<file path="config.mk">
export PLATFORM = sky130hd
export DESIGN_NAME = uart_tx_buf
export DESIGN_NICKNAME = d
export VERILOG_FILES = /design/src/rtl/uart_tx_buf.sv
export SDC_FILE = /design/constraint.sdc
export NUM_CORES = 1
export LEC_CHECK = 0
export CELL_PAD_IN_SITES_DETAIL_PLACEMENT = 0
export CELL_PAD_IN_SITES_GLOBAL_PLACEMENT = 2
export CORE_MARGIN = 3
export CORE_UTILIZATION = 41
export CTS_CLUSTER_DIAMETER = 60
export DETAILED_ROUTE_END_ITERATION = 7
export PLACE_DENSITY = 0.85
export RECOVER_POWER = 100
export SLEW_MARGIN = 20
export SYNTH_ARGS = -nofsm -noshare
export SYNTH_HDL_FRONTEND = slang
export SYNTH_SLANG_ARGS = --single-unit
</file>
<file path="constraint.sdc">
create_clock -name clk -period 2.7 [get_ports clk]
set_clock_uncertainty 0.15 [all_clocks]
set_input_delay 0.54 -clock clk [delete_from_list [all_inputs] [get_ports clk]]
set_output_delay 0.54 -clock clk [all_outputs]
set_load 0.05 [all_outputs]
</file>
<file path="src/rtl/uart_tx_buf.sv">
// Buffered 8N1 UART transmitter: a power-of-two byte FIFO with a valid/ready push port feeding a serialiser.
// Define UART_TX_PARITY_EN to compile in an even-parity bit (8E1 frames).
module uart_tx_buf #(
    parameter int CLK_FREQ   = 50_000_000,
    parameter int BAUD       = 115200,
    parameter int FIFO_DEPTH = 16
) (
    input  logic                          clk,
    input  logic                          rst,
    input  logic                          tx_vld,
    input  logic [7:0]                    tx_data,
    output logic                          tx_rdy,
    output logic                          uart_tx,
    output logic                          busy,
    output logic [$clog2(FIFO_DEPTH):0]   fifo_cnt
);

    localparam int BAUD_DIV = CLK_FREQ / BAUD;
    localparam int BW       = (BAUD_DIV > 1) ? $clog2(BAUD_DIV) : 1;
    localparam int AW       = $clog2(FIFO_DEPTH);
    localparam int CW       = AW + 1;

    localparam logic [BW-1:0] BAUD_LAST = BW'(BAUD_DIV - 1);
    localparam logic [BW-1:0] BAUD_ZERO = {BW{1'b0}};
    localparam logic [CW-1:0] CNT_FULL  = CW'(FIFO_DEPTH);
    localparam logic [CW-1:0] CNT_ZERO  = {CW{1'b0}};

    localparam logic [2:0] ST_IDLE   = 3'd0;
    localparam logic [2:0] ST_START  = 3'd1;
    localparam logic [2:0] ST_DATA   = 3'd2;
`ifdef UART_TX_PARITY_EN
    localparam logic [2:0] ST_PARITY = 3'd3;
`endif
    localparam logic [2:0] ST_STOP   = 3'd4;

`ifdef UART_TX_PARITY_EN
    function automatic logic even_parity(input logic [7:0] d);
        return ^d;
    endfunction
`endif

    logic [7:0]    r_mem [0:FIFO_DEPTH-1];
    logic [AW-1:0] r_wptr;
    logic [AW-1:0] r_rptr;
    logic [CW-1:0] r_cnt;
    logic [2:0]    r_state;
    logic [BW-1:0] r_baud;
    logic [2:0]    r_bit;
    logic [7:0]    r_shift;
    logic          r_tx;
    logic          r_busy;
`ifdef UART_TX_PARITY_EN
    logic          r_par;
    logic          w_par_nxt;
`endif

    logic          w_push;
    logic          w_pop;
    logic          w_fifo_nempty;
    logic          w_baud_end;
    logic [7:0]    w_head;
    logic [2:0]    w_state_nxt;
    logic [BW-1:0] w_baud_nxt;
    logic [2:0]    w_bit_nxt;
    logic [7:0]    w_shift_nxt;
    logic          w_tx_nxt;
    logic          w_busy_nxt;

    // A push is refused whenever the stored count is full, even if a pop lands on the same edge.
    assign tx_rdy        = (r_cnt != CNT_FULL);
    assign w_push        = tx_vld && tx_rdy;
    assign w_fifo_nempty = (r_cnt != CNT_ZERO);
    assign w_baud_end    = (r_baud == BAUD_LAST);
    assign w_head        = r_mem[r_rptr];

    assign uart_tx  = r_tx;
    assign busy     = r_busy;
    assign fifo_cnt = r_cnt;

    // Next-state and next-line-level decode; uart_tx is registered from the level of the state being entered.
    always_comb begin
        w_pop       = 1'b0;
        w_state_nxt = r_state;
        w_tx_nxt    = r_tx;
        w_busy_nxt  = r_busy;
        w_shift_nxt = r_shift;
        w_bit_nxt   = r_bit;
        w_baud_nxt  = w_baud_end ? BAUD_ZERO : r_baud + 1'b1;
`ifdef UART_TX_PARITY_EN
        w_par_nxt   = r_par;
`endif
        case (r_state)
            ST_IDLE: begin
                w_baud_nxt = BAUD_ZERO;
                if (w_fifo_nempty) begin
                    w_pop       = 1'b1;
                    w_state_nxt = ST_START;
                    w_tx_nxt    = 1'b0;
                    w_busy_nxt  = 1'b1;
                    w_shift_nxt = w_head;
                    w_bit_nxt   = 3'd0;
`ifdef UART_TX_PARITY_EN
                    w_par_nxt   = even_parity(w_head);
`endif
                end else begin
                    w_tx_nxt   = 1'b1;
                    w_busy_nxt = 1'b0;
                end
            end
            ST_START: begin
                if (w_baud_end) begin
                    w_state_nxt = ST_DATA;
                    w_tx_nxt    = r_shift[0];
                end else begin
                    w_state_nxt = ST_START;
                end
            end
            ST_DATA: begin
                if (w_baud_end) begin
                    if (r_bit == 3'd7) begin
`ifdef UART_TX_PARITY_EN
                        w_state_nxt = ST_PARITY;
                        w_tx_nxt    = r_par;
`else
                        w_state_nxt = ST_STOP;
                        w_tx_nxt    = 1'b1;
`endif
                    end else begin
                        w_shift_nxt = {1'b0, r_shift[7:1]};
                        w_bit_nxt   = r_bit + 1'b1;
                        w_tx_nxt    = r_shift[1];
                    end
                end else begin
                    w_state_nxt = ST_DATA;
                end
            end
`ifdef UART_TX_PARITY_EN
            ST_PARITY: begin
                if (w_baud_end) begin
                    w_state_nxt = ST_STOP;
                    w_tx_nxt    = 1'b1;
                end else begin
                    w_state_nxt = ST_PARITY;
                end
            end
`endif
            ST_STOP: begin
                // Popping on the last stop cycle makes back-to-back frames gapless.
                if (w_baud_end) begin
                    if (w_fifo_nempty) begin
                        w_pop       = 1'b1;
                        w_state_nxt = ST_START;
                        w_tx_nxt    = 1'b0;
                        w_shift_nxt = w_head;
                        w_bit_nxt   = 3'd0;
`ifdef UART_TX_PARITY_EN
                        w_par_nxt   = even_parity(w_head);
`endif
                    end else begin
                        w_state_nxt = ST_IDLE;
                        w_tx_nxt    = 1'b1;
                        w_busy_nxt  = 1'b0;
                    end
                end else begin
                    w_state_nxt = ST_STOP;
                end
            end
            default: begin
                w_state_nxt = ST_IDLE;
                w_tx_nxt    = 1'b1;
                w_busy_nxt  = 1'b0;
                w_baud_nxt  = BAUD_ZERO;
            end
        endcase
    end

    // Serialiser and FIFO bookkeeping registers.
    always_ff @(posedge clk or posedge rst) begin
        if (rst) begin
            r_state <= ST_IDLE;
            r_baud  <= BAUD_ZERO;
            r_bit   <= 3'd0;
            r_shift <= 8'h00;
            r_tx    <= 1'b1;
            r_busy  <= 1'b0;
            r_wptr  <= {AW{1'b0}};
            r_rptr  <= {AW{1'b0}};
            r_cnt   <= CNT_ZERO;
`ifdef UART_TX_PARITY_EN
            r_par   <= 1'b0;
`endif
        end else begin
            r_state <= w_state_nxt;
            r_baud  <= w_baud_nxt;
            r_bit   <= w_bit_nxt;
            r_shift <= w_shift_nxt;
            r_tx    <= w_tx_nxt;
            r_busy  <= w_busy_nxt;
`ifdef UART_TX_PARITY_EN
            r_par   <= w_par_nxt;
`endif
            if (w_push) begin
                r_wptr <= r_wptr + 1'b1;
            end
            if (w_pop) begin
                r_rptr <= r_rptr + 1'b1;
            end
            case ({w_push, w_pop})
                2'b10:   r_cnt <= r_cnt + 1'b1;
                2'b01:   r_cnt <= r_cnt - 1'b1;
                default: r_cnt <= r_cnt;
            endcase
        end
    end

    // Byte storage; contents need no reset because the pointers and count define validity.
    always_ff @(posedge clk) begin
        if (w_push) begin
            r_mem[r_wptr] <= tx_data;
        end
    end

endmodule

</file>
After elaboration in Yosys (flattened, before gate mapping)
Memory sizes are Yosys's and may differ from the RTL's.
Index checks and enable logic that the tools add are counted.
{"block": "totals", "out_inout_bits": 8, "input_bits": 11, "register_bits": 38, "n_memories": 1, "ramBits": 128, "wordCells": 77}
{"memory": "r_mem", "words": 16, "word_bits": 8, "read_ports": 1, "rd_ports_with_merged_regs": 0, "write_ports": 1, "line": "42", "source": "logic [7:0] r_mem [0:FIFO_DEPTH-1];"}
{"block": "op_classes", "n_reduce_logical": 11, "n_addsub": 6, "n_bitwise": 1, "eq_ne": 15, "n_mux": 34}
{"cell": "$mux W8", "n": 4}
{"cell": "$mux W3", "n": 8}
{"cell": "$pmux W8 S3", "n": 1}
{"cell": "$mux W9", "n": 2}
{"cell": "$mux W1", "n": 12}
{"cell": "$ne A2 B2 Y1 const B", "n": 6}
{"cell": "$pmux W3 S4", "n": 1}
{"cell": "$pmux W5 S2", "n": 1}
{"cell": "$add A9 B1 Y9 const B", "n": 1}
{"cell": "$eq A9 B9 Y1 const B", "n": 1}
{"cell": "$pmux W3 S3", "n": 1}
{"cell": "$add A4 B1 Y4 const B", "n": 2}
{"cell": "$eq A3 B3 Y1 const B", "n": 2}
{"cell": "$reduce_and A3 Y1", "n": 2}
{"cell": "$add A5 B1 Y5 const B", "n": 1}
{"cell": "$ne A5 B5 Y1 const B", "n": 1}
{"cell": "$reduce_bool A5 Y1", "n": 1}
{"cell": "$sub A5 B1 Y5 const B", "n": 1}
{"cell": "$pmux W1 S4", "n": 1}
{"cell": "$reduce_and A4 Y1", "n": 1}
{"cell": "$add A3 B1 Y3 const B", "n": 1}
{"cell": "$eq A3 B1 Y1 const B", "n": 1}
{"cell": "$eq A3 B2 Y1 const B", "n": 1}
{"cell": "$logic_not A3 Y1", "n": 1}
{"cell": "other kinds (13)", "n": 13}

Depth between registers and ports, before layout
Gate-level depths: netlist of run 1.
{"block": "logic_depth", "depth_word": 6, "depth_mapped": 13, "ltp_nobuf": 13}

Worst setup path before layout of run 1
Ideal clock, no wire load.
{"block": "synth_path", "path_type": "reg2reg", "startpoint": "register r_cnt[0] (netlist: fifo_cnt[0])", "endpoint": "register r_cnt[4] (netlist: fifo_cnt[4])", "setup_ns": 0.150, "required_time_ns": 2.400, "path_buffers": 1, "path_slack_ns": -0.731, "arrival_time_ns": 3.132, "synth_period_minus_slack_ns": 3.431, "path_stages_with_launch": 14, "path_cell_list": "dfrtp_1 -> nor4_1 -> nand2_1 -> and2_1 -> buf_2 -> inv_1 -> ha_1 -> inv_1 -> fa_1 -> nor2b_1 -> o21ai_0 -> and3_1 -> nor3_1 -> xor2_1"}
{"block": "synth_between", "word_cells_on_any_way": 12, "classes_between": "2 x add/sub; 3 x eq/ne; 4 x mux; 3 x reduce/logical"}
{"element": "start: declaration", "line": "45", "source": "logic [CW-1:0] r_cnt;"}
{"element": "start signal: assignment", "line": "209", "source": "2'b10: r_cnt <= r_cnt + 1'b1;"}
{"element": "start signal: assignment", "line": "210", "source": "2'b01: r_cnt <= r_cnt - 1'b1;"}
{"element": "start signal: assignment", "line": "211", "source": "default: r_cnt <= r_cnt;"}
{"element": "$ne A5 B5 Y1 *", "line": "70", "source": "assign tx_rdy = (r_cnt != CNT_FULL);"}
{"element": "net tx_rdy", "line": "12", "source": "output logic tx_rdy,"}
{"element": "$logic_and A1 B1 Y1 *", "line": "71", "source": "assign w_push = tx_vld && tx_rdy;"}
{"element": "$eq A2 B1 Y1 / $eq A2 B2 Y1 (equally long branches)", "line": "208", "source": "case ({w_push, w_pop})"}
{"element": "$pmux W5 S2 / $reduce_bool A2 Y1 (equally long branches)"}
The timed path passes the listed nets; every way through them passes the cells marked *.
A chain may end at the register's enable or synchronous reset.

Worst setup path after layout of run 1
{"block": "layout_path", "startpoint": "register r_cnt[1] (netlist: fifo_cnt[1])", "endpoint": "register r_cnt[4] (netlist: fifo_cnt[4])"}
{"block": "layout_between", "elab_chain_cells": 6, "word_cells_on_any_way": 12, "classes_between": "2 x add/sub; 3 x eq/ne; 4 x mux; 3 x reduce/logical"}
{"element": "$reduce_bool A5 Y1 *", "line": "72", "source": "assign w_fifo_nempty = (r_cnt != CNT_ZERO);"}
{"element": "$mux W1 *", "line": "95, 150"}
{"element": "$mux W1", "line": "149", "source": "if (w_baud_end) begin"}
{"element": "$pmux W1 S2 *", "line": "92", "source": "case (r_state)"}
{"element": "net w_pop", "line": "58", "source": "logic w_pop;"}
{"element": "$eq A2 B1 Y1 / $eq A2 B2 Y1 (equally long branches)", "line": "208"}
{"element": "$pmux W5 S2 / $reduce_bool A2 Y1 (equally long branches)"}
Marks and branches as above.

==> results by group, run 1 <==
Outcome
  – Run status: complete, no violations

Synthesis
  – Share of the yosys chip area belonging to registers: around two thirds
  – Area share of the largest cell type after synthesis: 54.8%
  – Count of unique library cells instantiated by Yosys: 50
  – Number of enable-type register cells in the synthesized netlist: 128
  – Largest area contributor in the netlist: sky130_fd_sc_hd__edfxtp_1
  – Mapped Avg Cell Area: 15.3 um^2
  – Post-synthesis async set-or-reset flop share: 22.9%
  – Post-synth design cell area: ~7000 um^2
  – Commonest cells post-synth: sky130_fd_sc_hd__edfxtp_1, sky130_fd_sc_hd__mux2i_1, sky130_fd_sc_hd__nor2_1
  – Yosys warning count: 0
  – Synth Flop Type: sky130_fd_sc_hd__edfxtp_1
  – Cell count after synthesis: 460
  – Post-synthesis sequential element count: between 150 and 200
  – Syn Nets: 485
  – Cell with the most instances after synthesis: sky130_fd_sc_hd__edfxtp_1
  – Main area contributors after synthesis: sky130_fd_sc_hd__edfxtp_1, sky130_fd_sc_hd__dfrtp_1, sky130_fd_sc_hd__mux2i_1, sky130_fd_sc_hd__mux4_2, sky130_fd_sc_hd__a22oi_1

STA
  – Maximum clock frequency: 0.375 GHz
  – Count of pins over their slew limit: 0
  – Final period demand of the worst path: 2.66 ns
  – Setup repair after global routing missed its margin: true
  – Final worst hold slack: 0.331 ns
  – Final-report setup violation count: 0
  – Transition time of the tightest slew-check pin: roughly 1 ns
  – Number of hold violations in the final report: 0
  – Post-route clock period utilization: 98.7%
  – Max-slew headroom at the worst pin: 33.1%

Floorplanning
  – # IOs: 19
  – Row count: 47
  – Die Height: ~140 um
  – Core area: 16600 um^2
  – Starting utilization of the core area: a little over two fifths
  – Floorplan die width: between 100 and 150 um
  – Total Die Area: 18700 um^2

Clock tree
  – TritonCTS clock tree: done
  – TritonCTS Buffers: 17
  – Worst skew pair latency: 0.42 ns
  – Maximum clock path buffer count: 2
  – Clock root cell: sky130_fd_sc_hd__clkbuf_16
  – Post-cts hold buffer count: 0
  – CTS H-tree lvls: 4
  – Total clock sinks: approximately 170
  – Clock input transition at the sequential cells of the worst setup and hold paths: 0.06 ns

Cells and area
  – Area of all placed cells without fillers: around 8300 um^2
  – Area of the multi-input gates: about 2200 um^2
  – Final core occ: 49.9%
  – Fillers: ~1.4k
  – Area growth from synthesis to layout: 18.2%
  – Fraction of layout cells with a size suffix above 1: between 15 and 20%
  – FF+latch area: 4800 um^2
  – Layout Nets: between 500 and 600
  – Number of inserted diodes: 0

Drt
  – First-pass DRT Iterations: 4
  – Via density per instance: 5.26
  – Post-detailed-route DRC marker count: 0
  – Per-cell routed wire length: 17.9 um
  – Drt total wl: 13400 um
  – Final ANT Viol Nets: 0
  – Total number of vias: 3921
  – Drt initial violations: around 240

Power
  – Max IR drop VDD: about 570 uV
  – Power per unit of standard cell area: roughly 770 nW/um^2
  – Leakage power summed over all cells: 2.88 nW

Global route
  – Number of global-route vias before repair: about 4.0k
  – Maximum number of pins on one net before global-route repair: 39
  – Wire length of the first global-routing pass: 21300 um
  – GRT Total Usage: 15.1%
  – Total grt overflow: 0
  – Antenna violations before repair: 0

Setup path
  – Slowest-stage cell, CP: sky130_fd_sc_hd__or4_4
  – Largest driver fanout on the critical path: 5
  – Arrival time worst endpoint: 2.85 ns
  – Worst setup path category: flop to flop
  – Cell occurring most often along the worst timing path: sky130_fd_sc_hd__ha_4
  – R2R Path Start: fifo_cnt[1]
  – Worst Path Required: 2.89 ns
  – Crit. Startpoint: fifo_cnt[1]
  – Cell Chain, Critical Path: or4_4 > o21ai_4 > a21oi_4 > ha_4 > ha_4 > nor2b_4 > o21ai_2 > and3_1 > nor3_2 > xor2_1
  – Stage delay of the slowest cell on the critical path: about 0.57 ns
  – Kind of start point of the critical path: flop
  – Type of destination of the critical path: flop
  – Worst-case register-to-register setup slack: around 0.035 ns

Flow run
  – Maximum capacitance violations: 0

Place
  – Standard cell area after detailed placement: 7680 um^2
  – Post-DP HPWL: 8940 um
  – Routability congestion estimate from global placement: 0.767
  – Number of port buffers: 18

Worst hold path
  – Launch instance of the worst min-delay path: r_baud[0]
  – Classification of the worst-slack hold path: flop to flop
area by class of cell:
class | instances | area share [%]
sequential | 166 | 57.9
multi-input combinational | 263 | 26.0
timing repair buffer | 54 | 5.53
clock buffer | 19 | 5.22
tap | 220 | 3.32
clock inverter | 12 | 1.55
inverter | 11 | 0.528
layout by cell type, fill, tap and decap left out, types with 4 or more instances in the layout:
cell type	instances
sky130_fd_sc_hd__inv_1	9
sky130_fd_sc_hd__clkbuf_16	17
sky130_fd_sc_hd__mux4_2	12
sky130_fd_sc_hd__nor2b_1	8
sky130_fd_sc_hd__o21ai_0	9
sky130_fd_sc_hd__xnor2_1	9
sky130_fd_sc_hd__dfrtp_1	32
sky130_fd_sc_hd__xor2_1	8
sky130_fd_sc_hd__edfxtp_1	128
sky130_fd_sc_hd__nand2_1	19
sky130_fd_sc_hd__nand2b_1	4
sky130_fd_sc_hd__nor2_1	40
sky130_fd_sc_hd__mux2i_1	43
sky130_fd_sc_hd__a32oi_1	5
sky130_fd_sc_hd__a21oi_1	12
sky130_fd_sc_hd__nor3_1	5
sky130_fd_sc_hd__dlygate4sd3_1	9
sky130_fd_sc_hd__buf_4	34
sky130_fd_sc_hd__dfrtp_2	5
sky130_fd_sc_hd__nand3_1	11
sky130_fd_sc_hd__ha_1	11
sky130_fd_sc_hd__clkdlybuf4s50_1	8
sky130_fd_sc_hd__a22oi_1	25
sky130_fd_sc_hd__a31oi_1	5
where the power goes:
group	leakage (nW)	total, mW	internal (mW)	switching [mW]
logic	0.985	0.919	0.356	0.563
registers	1.62	3.18	3.03	0.154
clock network	0.275	2.28	1.36	0.928
critical path, delay by kind of cell, from the launching register on:
kind	cells	cell delay [ns]
AND/OR/NAND/NOR	4	1.06
adder cells (fa/ha/maj)	2	0.45
XOR/XNOR	1	0.15
AO/OA/AOI/OAI	3	0.32
flip-flops	1	0.44
final timing paths:
path                               endpoint  cells past startpoint
worst max-delay path            fifo_cnt[4]                     10
worst min-delay path              r_baud[0]                      1
worst max register to register  fifo_cnt[4]                     10
worst min register to register    r_baud[0]                      1
max in group asynchronous         r_baud[2]                      3
min in group asynchronous       fifo_cnt[4]                      3
per-layer routing:
layer / up-vias / wire length [um] / track usage (%)
li1: 1868 / - / -
met1: 1964 / 5790 / 19.1
met2: 77 / 6830 / 25.7
met3: 12 / 577 / 4.08
met4: 0 / 155 / 4.55
met5: - / 0 / 0
stage by stage:
stage / power (mW) / std cells / TNS [ns] / worst slack (ns)
2_1_floorplan: 3.78 / 460 / -0.160 / -0.160
3_3_place_gp: 4.09 / 710 / 0 / 0.0716
3_5_place_dp: 4.13 / 710 / 0 / 0.00933
4_1_cts: 6.42 / 741 / -0.00744 / -0.00744
5_1_grt: 6.66 / 745 / -0.117 / -0.105
6_report: 6.38 / 745 / 0 / 0.0352
timing repair:
item / in CTS / in global routing
resized for setup: 2 / 7
pin swaps: 1 / 11
setup buffers: 0 / 4
endpoints found under the setup margin: 2 / 5
registers in the layout, summed over array words and instances (netlist names):
register and count:
r_bit 3, fifo_cnt 5, uart_tx 1, r_rptr 4
r_state 3, r_baud 9, busy 1, r_mem 128
r_wptr 4, r_shift 8
logic make-up (layout without fill, tap and decap cells):
logic type      after synthesis  count (layout)  share of synthesized area (%)
flops                       166             166                           68.3
compound gates               70              70                           7.26
xor+xnor                     17              17                           2.12
mux                          56              56                           10.2
fa+ha+maj                    14              14                           2.60
simple gates                106             106                           7.43
buf+inv                      31              96                           2.05
Power figures use the tool's default switching activity.
==> run 2, diff against run 1 <==
CORE_UTILIZATION = 42   (was 41)
DONT_BUFFER_PORTS = 1   (was default)
==> run 2 against run 1 <==
  * Critical path depth stayed put
  * First-iteration DRC count is 27% higher
  * Cell area is 2.6% lower
  * Routed wire length is 3.6% higher
  * Critical path type unchanged
  * Highest routed layer unchanged
==> results by group, run 2 (synthesis gave the netlist of run 1 again) <==
Power
  – Clock network fraction of design power: 37.2%
  – Max IR drop VDD: 647 uV
  – Power per unit of standard cell area: just under 800 nW/um^2
  – Switching share of total power: approximately 28%
  – PnR Total Power: 6.39 mW
  – Internal power consumption: 4.63 mW
  – Switching power: 1.76 mW
  – Part of the power in registers: 49.8%
  – Leakage power summed over all cells: 2.77 nW
  – Portion of total power attributed to combinational logic: 13.0%

Setup path
  – Stage delay of the slowest cell on the critical path: around 0.52 ns
  – Type of destination of the critical path: flop
  – Kind of start point of the critical path: flop
  – Cell occurring most often along the worst timing path: sky130_fd_sc_hd__ha_4
  – Arrival time worst endpoint: 2.80 ns
  – Largest driver fanout on the critical path: 5
  – R2R Path Start: fifo_cnt[2]
  – Number of cells traversed by the worst register-to-register path: 10
  – Worst-case register-to-register setup slack: 0.09 ns
  – Cell Chain, Critical Path: or4_4 > o21ai_4 > a21oi_4 > ha_4 > ha_4 > nor2b_2 > o21ai_2 > and3_1 > nor3_2 > xor2_1
  – WP buf/inv: 0
  – R2R Path End: fifo_cnt[4]
  – Slowest-stage cell, CP: sky130_fd_sc_hd__or4_4
  – Worst setup path category: flop to flop
  – Worst Path Required: about 2.9 ns
  – Family with the most delay on the worst path: simple AND/OR/NAND/NOR gates

Drt
  – Final ANT Viol Nets: 0
  – Per-cell routed wire length: 19.4 um
  – Total number of vias: 3890
  – Post-detailed-route DRC marker count: 0
  – Drt total wl: 13800 um
  – First-pass DRT Iterations: 5
  – Via density per instance: 5.44
  – Drt initial violations: 303

STA
  – Count of pins over their slew limit: 0
  – Total negative setup slack: 0 ns
  – Post-route clock period utilization: 96.8%
  – Transition time of the tightest slew-check pin: roughly 0.99 ns
  – Final period demand of the worst path: 2.61 ns
  – Final worst hold slack: 0.0583 ns
  – Max-slew headroom at the worst pin: between 30% and 40%
  – Setup repair after global routing missed its margin: true
  – Final-report setup violation count: 0
  – Number of hold violations in the final report: 0
  – Maximum clock frequency: 0.383 GHz

Cells and area
  – Layout Nets: 511
  – Fillers: 1363
  – FF+latch area: roughly 4800 um^2
  – Largest register FFs: between 100 and 150
  – Fraction of layout cells with a size suffix above 1: 19.4%
  – Number of inserted diodes: 0
  – Most flops, register: r_mem
  – Area of the multi-input gates: between 2000 and 2500 um^2
  – Registers with the highest flip-flop counts: r_mem x128, r_baud x9, r_shift x8
  – Area growth from synthesis to layout: 15.1%
  – Area of all placed cells without fillers: roughly 8100 um^2
  – Most used cells in the layout excluding fill and tap cells: sky130_fd_sc_hd__edfxtp_1, sky130_fd_sc_hd__mux2i_1, sky130_fd_sc_hd__nor2_1
  – Most common cell after layout, fill and taps aside: sky130_fd_sc_hd__edfxtp_1

Clock tree
  – Maximum clock path buffer count: 2
  – Clock root cell: sky130_fd_sc_hd__clkbuf_16
  – Total clock sinks: 166
  – CTS H-tree lvls: 4
  – Worst skew pair latency: around 0.42 ns
  – Clock input transition at the sequential cells of the worst setup and hold paths: 0.07 ns
  – TritonCTS clock tree: done
  – TritonCTS Buffers: 17

Global route
  – Total grt overflow: 0
  – GRT Total Usage: between 15 and 20%
  – Maximum number of pins on one net before global-route repair: 34
  – Wire length of the first global-routing pass: 22200 um
  – Antenna violations before repair: 0
  – Number of global-route vias before repair: around 4k

Floorplanning
  – # IOs: 19
  – Die Height: around 140 um
  – Core area: 16100 um^2
  – Floorplan die width: 135 um
  – Total Die Area: 18300 um^2
  – Row count: 46
  – Starting utilization of the core area: 43.5%

Place
  – Routability congestion estimate from global placement: 0.780
  – Number of port buffers: 0
  – Standard cell area after detailed placement: 7450 um^2
  – Post-DP HPWL: 9400 um

Outcome
  – Run status: complete, no violations

Flow run
  – Maximum capacitance violations: 0

Worst hold path
  – Classification of the worst-slack hold path: input port to flop
  – Worst Hold End: r_mem[9][6]
  – Instance count along the most critical hold path: 0
  – Launch instance of the worst min-delay path: tx_data[6]
run 2: cell types whose count changed in the layout (fill, tap and decap cells not counted), moves of 2 or more:
cell,delta
sky130_fd_sc_hd__buf_4,-11
sky130_fd_sc_hd__clkdlybuf4s50_1,-8
sky130_fd_sc_hd__dlygate4sd3_1,-8
sky130_fd_sc_hd__inv_8,+4
sky130_fd_sc_hd__clkinv_1,-3
sky130_fd_sc_hd__clkbuf_1,-2
run 2: power by group through the flow:
stage	clock network [mW]	logic [mW]	registers (mW)
final	2.38	0.831	3.18
after global routing	2.53	0.910	3.20
after CTS	2.42	0.828	3.18
after detailed placement	0	0.823	3.23
after global placement	0	0.800	3.21
after floorplan	0	0.470	3.31
run 2: layout make-up:
type,count,area share [%]
Inverter,11,0.542
Sequential cell,166,59.4
Timing Repair Buffer,27,2.82
Multi-Input combinational cell,263,26.6
Tap cell,216,3.35
Clock buffer,17,5.27
Clock inverter,15,2.00
run 2: routing by layer:
layer,GRT usage (%),wire [um],vias to the layer above
met5,0,0,-
li1,-,-,1809
met2,26.6,6950,82
met3,5.05,732,21
met4,5.77,305,0
met1,20.5,5860,1978
run 2: worst max-delay path by stage:
stage                           start           to  cells past startpoint
after CTS                   r_baud[1]  fifo_cnt[4]                     13
after floorplan           fifo_cnt[3]  fifo_cnt[4]                     13
after global placement      r_baud[1]  fifo_cnt[4]                     13
final                     fifo_cnt[2]  fifo_cnt[4]                     10
after global routing        r_baud[1]  fifo_cnt[4]                     13
after detailed placement    r_baud[1]  fifo_cnt[4]                     13
run 2: timing repair:
item,4_1_cts,5_1_grt
setup endpoints to repair,0,1
buffers inserted,0,1
gates resized for setup,0,6
hold endpoints to repair,5,0
hold buffers,1,0
run 2: per-stage QoR:
step | instances | utilization (%) | setup slack [ns]
4_1_cts | 714 | 49.9 | 0.0213
6_report | 715 | 50.1 | 0.0873
5_1_grt | 715 | 50.1 | -0.0324
3_5_place_dp | 681 | 46.2 | 0.0268
3_3_place_gp | 681 | 46.2 | 0.0971
2_1_floorplan | 460 | - | -0.160
